File: src/rtl/norm_sum_link.sv
// Cross-core sum exchange: serializes the local norm sum to the peer and deserializes the peer sum.
// Optional SUM_XCHG_PARITY_EN appends one parity beat per frame and flags bad frames in parity_err.
module norm_sum_link #(
  parameter int bw      = 8,
  parameter int bw_psum = 2*bw+4,
  parameter int sw      = bw_psum+4,
  parameter int lw      = 4
) (
  input  logic          clk,
  input  logic          reset,
  input  logic [sw-1:0] local_sum,
  input  logic          local_sum_valid,
  output logic [sw-1:0] sum_in,
  output logic          sum_in_valid,
  output logic [lw-1:0] tx_data,
  output logic          tx_valid,
  input  logic          tx_ready,
  input  logic [lw-1:0] rx_data,
  input  logic          rx_valid,
  output logic          rx_ready,
  output logic          tx_busy,
  output logic          parity_err
);
  localparam int NB = sw/lw;
`ifdef SUM_XCHG_PARITY_EN
  localparam int NBT = NB+1;
`else
  localparam int NBT = NB;
`endif
  localparam int FW = NBT*lw;
  localparam int CW = $clog2(NBT+1);
  localparam logic [CW-1:0] LAST = CW'(NBT-1);

  localparam logic [0:0] T_IDLE    = 1'b0;
  localparam logic [0:0] T_SEND    = 1'b1;
  localparam logic [0:0] R_COLLECT = 1'b0;
  localparam logic [0:0] R_HOLD    = 1'b1;

  logic [0:0]    t_state_q, t_state_d, r_state_q, r_state_d;
  logic [FW-1:0] tx_sr_q, tx_sr_d, rx_sr_q, rx_sr_d;
  logic [CW-1:0] tx_cnt_q, tx_cnt_d, rx_cnt_q, rx_cnt_d;
  logic          local_seen_q, local_seen_d;
  logic [sw-1:0] sum_in_q, sum_in_d;
  logic          sum_in_valid_q, sum_in_valid_d;
  logic          rx_ready_q, rx_ready_d;
  logic          parity_err_q, parity_err_d;

  logic [FW-1:0] tx_frame, rx_shift;
  logic          par_ok;

  assign rx_shift = {rx_data, rx_sr_q[FW-1:lw]};

`ifdef SUM_XCHG_PARITY_EN
  assign tx_frame = {{(lw-1){1'b0}}, ^local_sum, local_sum};
  assign par_ok   = (rx_shift[sw] == ^rx_shift[sw-1:0]);
`else
  assign tx_frame = local_sum;
  assign par_ok   = 1'b1;
`endif

  always_comb begin
    t_state_d      = t_state_q;
    tx_sr_d        = tx_sr_q;
    tx_cnt_d       = tx_cnt_q;
    r_state_d      = r_state_q;
    rx_sr_d        = rx_sr_q;
    rx_cnt_d       = rx_cnt_q;
    local_seen_d   = local_seen_q;
    sum_in_d       = sum_in_q;
    sum_in_valid_d = 1'b0;
    parity_err_d   = parity_err_q;

    case (t_state_q)
      T_IDLE: if (local_sum_valid) begin
        tx_sr_d      = tx_frame;
        local_seen_d = 1'b1;
        t_state_d    = T_SEND;
      end
      default: if (tx_ready) begin
        tx_sr_d = tx_sr_q >> lw;
        if (tx_cnt_q == LAST) begin
          tx_cnt_d  = '0;
          t_state_d = T_IDLE;
        end else begin
          tx_cnt_d = tx_cnt_q + 1'b1;
        end
      end
    endcase

    // RX runs after TX so a delivery consuming this cycle's local pulse wins over its set of local_seen
    case (r_state_q)
      R_COLLECT: if (rx_valid && rx_ready_q) begin
        rx_sr_d = rx_shift;
        if (rx_cnt_q == LAST) begin
          rx_cnt_d = '0;
          if (!par_ok) begin
            parity_err_d = 1'b1;
          end else if (local_seen_q || local_sum_valid) begin
            sum_in_d       = rx_shift[sw-1:0];
            sum_in_valid_d = 1'b1;
            local_seen_d   = 1'b0;
          end else begin
            r_state_d = R_HOLD;
          end
        end else begin
          rx_cnt_d = rx_cnt_q + 1'b1;
        end
      end
      default: if (local_seen_q || local_sum_valid) begin
        sum_in_d       = rx_sr_q[sw-1:0];
        sum_in_valid_d = 1'b1;
        local_seen_d   = 1'b0;
        r_state_d      = R_COLLECT;
      end
    endcase

    rx_ready_d = (r_state_d == R_COLLECT);
  end

  always_ff @(posedge clk) begin
    if (reset) begin
      t_state_q      <= T_IDLE;
      tx_sr_q        <= '0;
      tx_cnt_q       <= '0;
      r_state_q      <= R_COLLECT;
      rx_sr_q        <= '0;
      rx_cnt_q       <= '0;
      local_seen_q   <= 1'b0;
      sum_in_q       <= '0;
      sum_in_valid_q <= 1'b0;
      rx_ready_q     <= 1'b0;
      parity_err_q   <= 1'b0;
    end else begin
      t_state_q      <= t_state_d;
      tx_sr_q        <= tx_sr_d;
      tx_cnt_q       <= tx_cnt_d;
      r_state_q      <= r_state_d;
      rx_sr_q        <= rx_sr_d;
      rx_cnt_q       <= rx_cnt_d;
      local_seen_q   <= local_seen_d;
      sum_in_q       <= sum_in_d;
      sum_in_valid_q <= sum_in_valid_d;
      rx_ready_q     <= rx_ready_d;
      parity_err_q   <= parity_err_d;
    end
  end

  assign tx_data      = tx_sr_q[lw-1:0];
  assign tx_valid     = (t_state_q == T_SEND);
  assign tx_busy      = (t_state_q == T_SEND);
  assign rx_ready     = rx_ready_q;
  assign sum_in       = sum_in_q;
  assign sum_in_valid = sum_in_valid_q;
  assign parity_err   = parity_err_q;
endmodule

File: config.mk
export PLATFORM = sky130hd
export DESIGN_NAME = norm_sum_link
export DESIGN_NICKNAME = d
export VERILOG_FILES = /design/src/rtl/norm_sum_link.sv
export SDC_FILE = /design/constraint.sdc
export NUM_CORES = 1
export LEC_CHECK = 0
export CAP_MARGIN = 30
export CELL_PAD_IN_SITES_DETAIL_PLACEMENT = 1
export CELL_PAD_IN_SITES_GLOBAL_PLACEMENT = 1
export CORE_ASPECT_RATIO = 1.1
export CORE_UTILIZATION = 40
export CTS_CLUSTER_DIAMETER = 80
export CTS_CLUSTER_SIZE = 28
export DETAILED_ROUTE_END_ITERATION = 6
export GPL_ROUTABILITY_DRIVEN = 0
export GPL_TIMING_DRIVEN = 0
export PLACE_DENSITY_LB_ADDON = 0.25
export RECOVER_POWER = 25
export SKIP_LAST_GASP = 1
export SYNTH_ARGS = -nofsm -noshare
export SYNTH_HDL_FRONTEND = slang
export SYNTH_SLANG_ARGS = --single-unit
File: constraint.sdc
create_clock -name clk -period 1.5 [get_ports clk]
set_input_delay 0.3 -clock clk [delete_from_list [all_inputs] [get_ports clk]]
set_output_delay 0.3 -clock clk [all_outputs]
set_load 0.1 [all_outputs]
==> impl_metrics.toml, run 1 <==
[status]
status = "finished clean"

[setup_path]
reg2reg_from = "rx_cnt_q[0]"
crit_fanout = 2
worst-path-buf-inv = 1
worstPathCellList = "buf_2"
required_ns = 1.20
critPathKind = "flop to primary output"
start_kind = "flop"
cp-end-kind = "primary output"
critPathLaunch = "sum_in[13]"
max_stage_delay_ns = 0.44
critical_path_arrival_ns = 1.16
cp_slowest_cell = "buf_2"
cp_top_family = "buffers and inverters"

[timing]
max_slew_margin_pct = 47.7
drv_slew = 0
fin_crit_sh_pct = 97.5
hold_viol_final = 0
finalSetupTns_ns = 0
setup_ws_ns = 0.0374
max_slew.worst_pin.slew_ns = 0.784
max_freq_ghz = 0.684
setup_viol_count_final = 0
whs_ns = 0.412
post-route-min-period_ns = 1.46
fin_skew_ns = 0.00921
rsz0062_at_grt = "yes"

[clock_tree]
cts.sinks = 83
cts_tree = "yes"
clk_latency_ns = 0.36
holdBufCountCts = 0
root_buffer = "clkbuf_8"
cts_buffers = 9
cts.reportedPaths.clkPinSlew_ns = 0.08
clock_path_buffers = 2
cts.htree.levels = 3

[synth]
synth_largest_area_cell = "dfxtp_1"
synth_top_area_share_pct = 45.8
synth_compound_area_share_pct = 23.3
synth-simple-area-share_pct = 11.4
ys.flop_type = "dfxtp_1"
synthesis.nets = 408
yosysMostFrequentCell = "dfxtp_1"
syn_area_um2 = 3620
synth_top_family_by_area = "compound AO/OA/AOI/OAI gates"
synth_edf_count = 0
synth-xor-area-share_pct = 0.242
synth_area_leaders = "dfxtp_1 46%, mux2i_1 12%, a211oi_1 9.9%"
yosysWarnings = 0
synth.area.mux_share_pct = 12.7
yosysSeqAreaShare_pct = 45.8
synth_commonest_cells = "83 x dfxtp_1, 53 x nand2_1, 48 x a211oi_1"
synthArstFlopShare_pct = 0
synth-seq-cells = 83
ys_types = 33
synthAdderAreaFrac_pct = 0
postSynthCellCount = 375
avgSynthCellArea_um2 = 9.67

[power_and_ir_drop]
power_density_nw_per_um2 = 1000
swShare_pct = 27.1
p_switching_mw = 1.23
leakage_nw = 1.64
ir_drop_mv = 0.484
clkPwrFrac_pct = 35.9
finalPower_mw = 4.53
pwr-share-comb_pct = 12.8
seqPwrFrac_pct = 51.3
p_int_mw = 3.30

[detailed_routing]
postRouteWirelength_um = 9080
drc = 0
routed_via_density = 5.28
vias = 3000
first_pass_iters = 4
ant_nets = 0
first_iter_violations = 105
wl_per_cell_um = 16.0

[grt]
antenna_found_initial = 0
grt_util_all_layers_pct = 19.9
grt_max_degree = 14
grt_overflow = 0
grt_pass1_vias = 2904
grt_pass1_wl_um = 14700

[die]
dieArea_um2 = 9450
rows = 36
fp.dieW_um = 92.8
core_um2 = 8830
pin_count = 66
initial_core_util_pct = 41.1
dieHeight_um = 102

[run]
max_cap_violations = 0

[cells_and_area]
fin_area_um2 = 4510
drive_gt1_share_pct = 24.7
multi_input_area_um2 = 1770
nFillCells = 1032
syn_to_final_growth_pct = 24.5
regArea_um2 = 1670
final_util_pct = 51.1
fin_nets = 482
diodes = 0
finalNonFillerCells = 568

[hold_path]
worstHoldStart = "reset"
min_path_type = "primary input to flop"

[placed_design]
dpl.hpwl_um = 6360
dp_cells = 552
io_buffer_count = 63
dp_slack_ns = -0.523
place_area_um2 = 4410
per-layer routing:
metal | global-route usage, % | share of wire (%)
met1 | 26.6 | 48
met2 | 31.7 | 47
met5 | 0 | 0
met3 | 4.32 | 3.7
met4 | 7.10 | 1.2
state kept, by name (all words and copies together), names as in the netlist:
| register | flops |
|---|---|
| tx_sr_q | 24 |
| r_state_q | 1 |
| tx_cnt_q | 3 |
| sum_in | 24 |
| tx_busy | 1 |
| rx_sr_q | 24 |
| rx_cnt_q | 3 |
| local_seen_q | 1 |
| sum_in_valid | 1 |
| rx_ready | 1 |
path summary, 6_finish.rpt:
kind / to / depth (start not counted) / slack [ns]
worst max-delay path: sum_in[13] / 1 / 0.04
worst min-delay path: r_state_q / 2 / 0.41
worst max register to register: sum_in[15] / 4 / 0.07
worst min register to register: rx_sr_q[2] / 2 / 0.46
power groups by stage:
stage | clock [mW] | combinational [mW] | sequential [mW]
finish | 1.62 | 0.579 | 2.32
detailed placement | 0 | 0.587 | 2.38
floorplan | 0 | 0.372 | 2.39
global placement | 0 | 0.573 | 2.37
global route | 1.75 | 0.625 | 2.33
CTS | 1.65 | 0.582 | 2.32
layout make-up:
type                    instances  area share (%)
multi-input cells             252            39.3
inverters                       1          0.0831
flip-flops and latches         83            37.0
clock buffers                  11            3.13
plain buffers                  39            5.35
well taps                     114            3.16
clock inverters                 5            1.16
repair buffers                 63            10.8
cells by family (layout without fill, tap and decap cells):
group | count (synthesis) | after routing
buffers and inverters | 40 | 119
other | 1 | 1
flip-flops | 83 | 83
AND/OR/NAND/NOR | 95 | 95
XOR/XNOR | 1 | 1
AO/OA/AOI/OAI | 109 | 109
multiplexers | 46 | 46
placed cells by master (no fill, tap or decap), types with 2 or more instances in the layout:
cell / synthesis / layout
a211oi_1: 48 / 40
o21a_2: 0 / 2
clkbuf_4: 0 / 4
buf_2: 17 / 40
a21oi_1: 31 / 31
dfxtp_1: 83 / 81
buf_4: 8 / 11
a22oi_1: 4 / 4
clkdlybuf4s50_1: 0 / 29
nor3_1: 3 / 3
clkinv_2: 0 / 3
o21ai_0: 2 / 2
buf_6: 4 / 6
mux2i_1: 45 / 45
nand2_1: 53 / 53
a211oi_2: 20 / 28
clkbuf_8: 0 / 10
clkbuf_1: 9 / 9
nor2_1: 28 / 28
dfxtp_4: 0 / 2
repair_timing:
| action | CTS | global route |
|---|---|---|
| setup endpoints to repair | 52 | 35 |
| cloned | 0 | 0 |
| buffers inserted | 0 | 0 |
| pin swaps | 0 | 0 |
| resized for setup | 169 | 15 |
No activity file was read; power rests on OpenSTA's default activity.
==> inputs of run 2 (changes only) <==
--- a/config.mk
+++ b/config.mk
@@ -9,10 +9,11 @@
 export CELL_PAD_IN_SITES_DETAIL_PLACEMENT = 1
 export CELL_PAD_IN_SITES_GLOBAL_PLACEMENT = 1
 export CORE_ASPECT_RATIO = 1.1
-export CORE_UTILIZATION = 40
+export CORE_UTILIZATION = 48
 export CTS_CLUSTER_DIAMETER = 80
 export CTS_CLUSTER_SIZE = 28
 export DETAILED_ROUTE_END_ITERATION = 6
+export DONT_BUFFER_PORTS = 1
 export GPL_ROUTABILITY_DRIVEN = 0
 export GPL_TIMING_DRIVEN = 0
 export PLACE_DENSITY_LB_ADDON = 0.25
==> impl_metrics.toml, run 2 (same netlist as run 1, synthesis figures left out) <==
[status]
status = "finished with violations"
violations = "design-rule violations, negative setup slack"

[timing]
setup_viol_count_final = 44
fin_crit_sh_pct = 110
rsz0062_at_grt = "yes"
fin_skew_ns = 0.00657
hold_viol_final = 0
max_slew_margin_pct = 52.0
max_freq_ghz = 0.606
setup_ws_ns = -0.149
max_slew.worst_pin.slew_ns = 0.720
drv_slew = 0
post-route-min-period_ns = 1.65
finalSetupTns_ns = -1.77

[detailed_routing]
first_iter_violations = 75
drc = 4
routed_via_density = 6.06
vias = 2932
postRouteWirelength_um = 10200
ant_nets = 0
first_pass_iters = 7
wl_per_cell_um = 21.2

[setup_path]
worstRegToRegCells = 4
cp-end-kind = "flop"
max_stage_delay_ns = 0.56
rr_endpoint = "tx_sr_q[12]"
required_ns = 1.74
reg2reg_slack_ns = -0.15
critPathKind = "flop to flop"
setup.worst_path.end = "tx_sr_q[12]"
cp_slowest_cell = "dfxtp_4"
critPathLaunch = "tx_busy"
reg2reg_from = "tx_busy"
crit_fanout = 10
critical_path_arrival_ns = 1.89
worstPathCellList = "buf_8 > mux2_4 > buf_6 > a211oi_1"
start_kind = "flop"

[cells_and_area]
finalNonFillerCells = 484
final_common_cell = "dfxtp_1"
fin_nets = 427
diodes = 0
layout_common_cells = "56 x dfxtp_1, 53 x nand2_1, 46 x a211oi_2"
syn_to_final_growth_pct = 21.7
fin_area_um2 = 4410
drive_gt1_share_pct = 37.8

[die]
pin_count = 66
dieHeight_um = 93.1
fp.dieW_um = 84.9
core_um2 = 7170
rows = 32
dieArea_um2 = 7900
initial_core_util_pct = 50.6

[grt]
grt_overflow = 0
grt_util_all_layers_pct = 24.9
grt_max_degree = 14
antenna_found_initial = 0
grt_pass1_vias = 2975
grt_pass1_wl_um = 15400

[hold_path]
min_path_type = "primary input to flop"
hold_path_depth = 1

[power_and_ir_drop]
ir_drop_mv = 0.455
power_density_nw_per_um2 = 1060
leakage_nw = 1.47

[run]
max_cap_violations = 0

[placed_design]
place_area_um2 = 3740
io_buffer_count = 0
dp_cells = 460
dpl.hpwl_um = 6140

[clock_tree]
cts_buffers = 9
clock_path_buffers = 2
cts_tree = "yes"
clk_latency_ns = 0.35
cts.reportedPaths.clkPinSlew_ns = 0.09
root_buffer = "clkbuf_8"
cts.htree.levels = 3
holdBufCountCts = 0
cts.sinks = 83
[run 2: cell types whose count changed in the layout (fill, tap and decap cells not counted), sizes merged]
cell / previous run / this run
buf: 58 / 36
clkbuf: 24 / 23
clkdlybuf4s50: 29 / 0
clkinv: 3 / 2
clkinvlp: 1 / 0
dlygate4sd2: 1 / 0
dlymetal6s2s: 1 / 0
inv: 1 / 2
[run 2: where the power goes]
part	switching (mW)	total [mW]	internal [mW]	leakage, nW
clock network	0.820	1.72	0.903	0.113
registers	0.0928	2.37	2.28	0.690
logic	0.370	0.574	0.204	0.669
[run 2: area by class of cell]
| cell class | instances | area, um2 |
|---|---|---|
| fill | 786 | 2760 |
| clock buffer | 12 | 165 |
| multi-input combinational | 252 | 1960 |
| clock inverter | 4 | 46.3 |
| buffer | 39 | 337 |
| tap | 85 | 106 |
| timing repair buffer | 8 | 96.3 |
| inverter | 1 | 3.75 |
| sequential | 83 | 1700 |
[run 2: through the flow]
step / total power, mW / util (%) / hold WS (ns) / setup WS [ns]
2_1_floorplan: 2.76 / - / 0.379 / 0.0204
3_3_place_gp: 2.82 / 52.2 / 0.381 / -0.102
3_5_place_dp: 2.84 / 52.2 / 0.391 / -0.167
4_1_cts: 4.58 / 59.0 / 0.0181 / -0.137
5_1_grt: 4.83 / 61.6 / 0.0218 / -0.185
6_report: 4.66 / 61.6 / 0.0290 / -0.149
[run 2: worst min-delay path by stage]
stage / from / end / slack, ns
finish: local_sum_valid / r_state_q / 0.03
global route: local_sum_valid / r_state_q / 0.02
CTS: local_sum_valid / r_state_q / 0.02
detailed placement: local_sum_valid / r_state_q / 0.39
global placement: local_sum_valid / r_state_q / 0.38
floorplan: local_sum_valid / r_state_q / 0.38
[run 2: repair_timing]
action | 4_1_cts | 5_1_grt
gates cloned | 1 | 0
pin swaps | 11 | 8
setup endpoints to repair | 87 | 74
setup buffers | 7 | 0
resized for setup | 66 | 48
[run 2: critical path: cells and delay by family, from the launching register on]
family                 cells  cell delay (ns)
buffers and inverters      2             0.33
multiplexers               1             0.35
flip-flops                 1             0.56
AO/OA/AOI/OAI              1             0.30
[run 2: metal layers]
layer	vias to the layer above	part of all wire, %	track usage, %
li1	1386	-	-
met5	-	0	0
met3	21	5.0	6.71
met1	1459	43	31.1
met2	66	51	42.8
met4	0	1.9	5.79
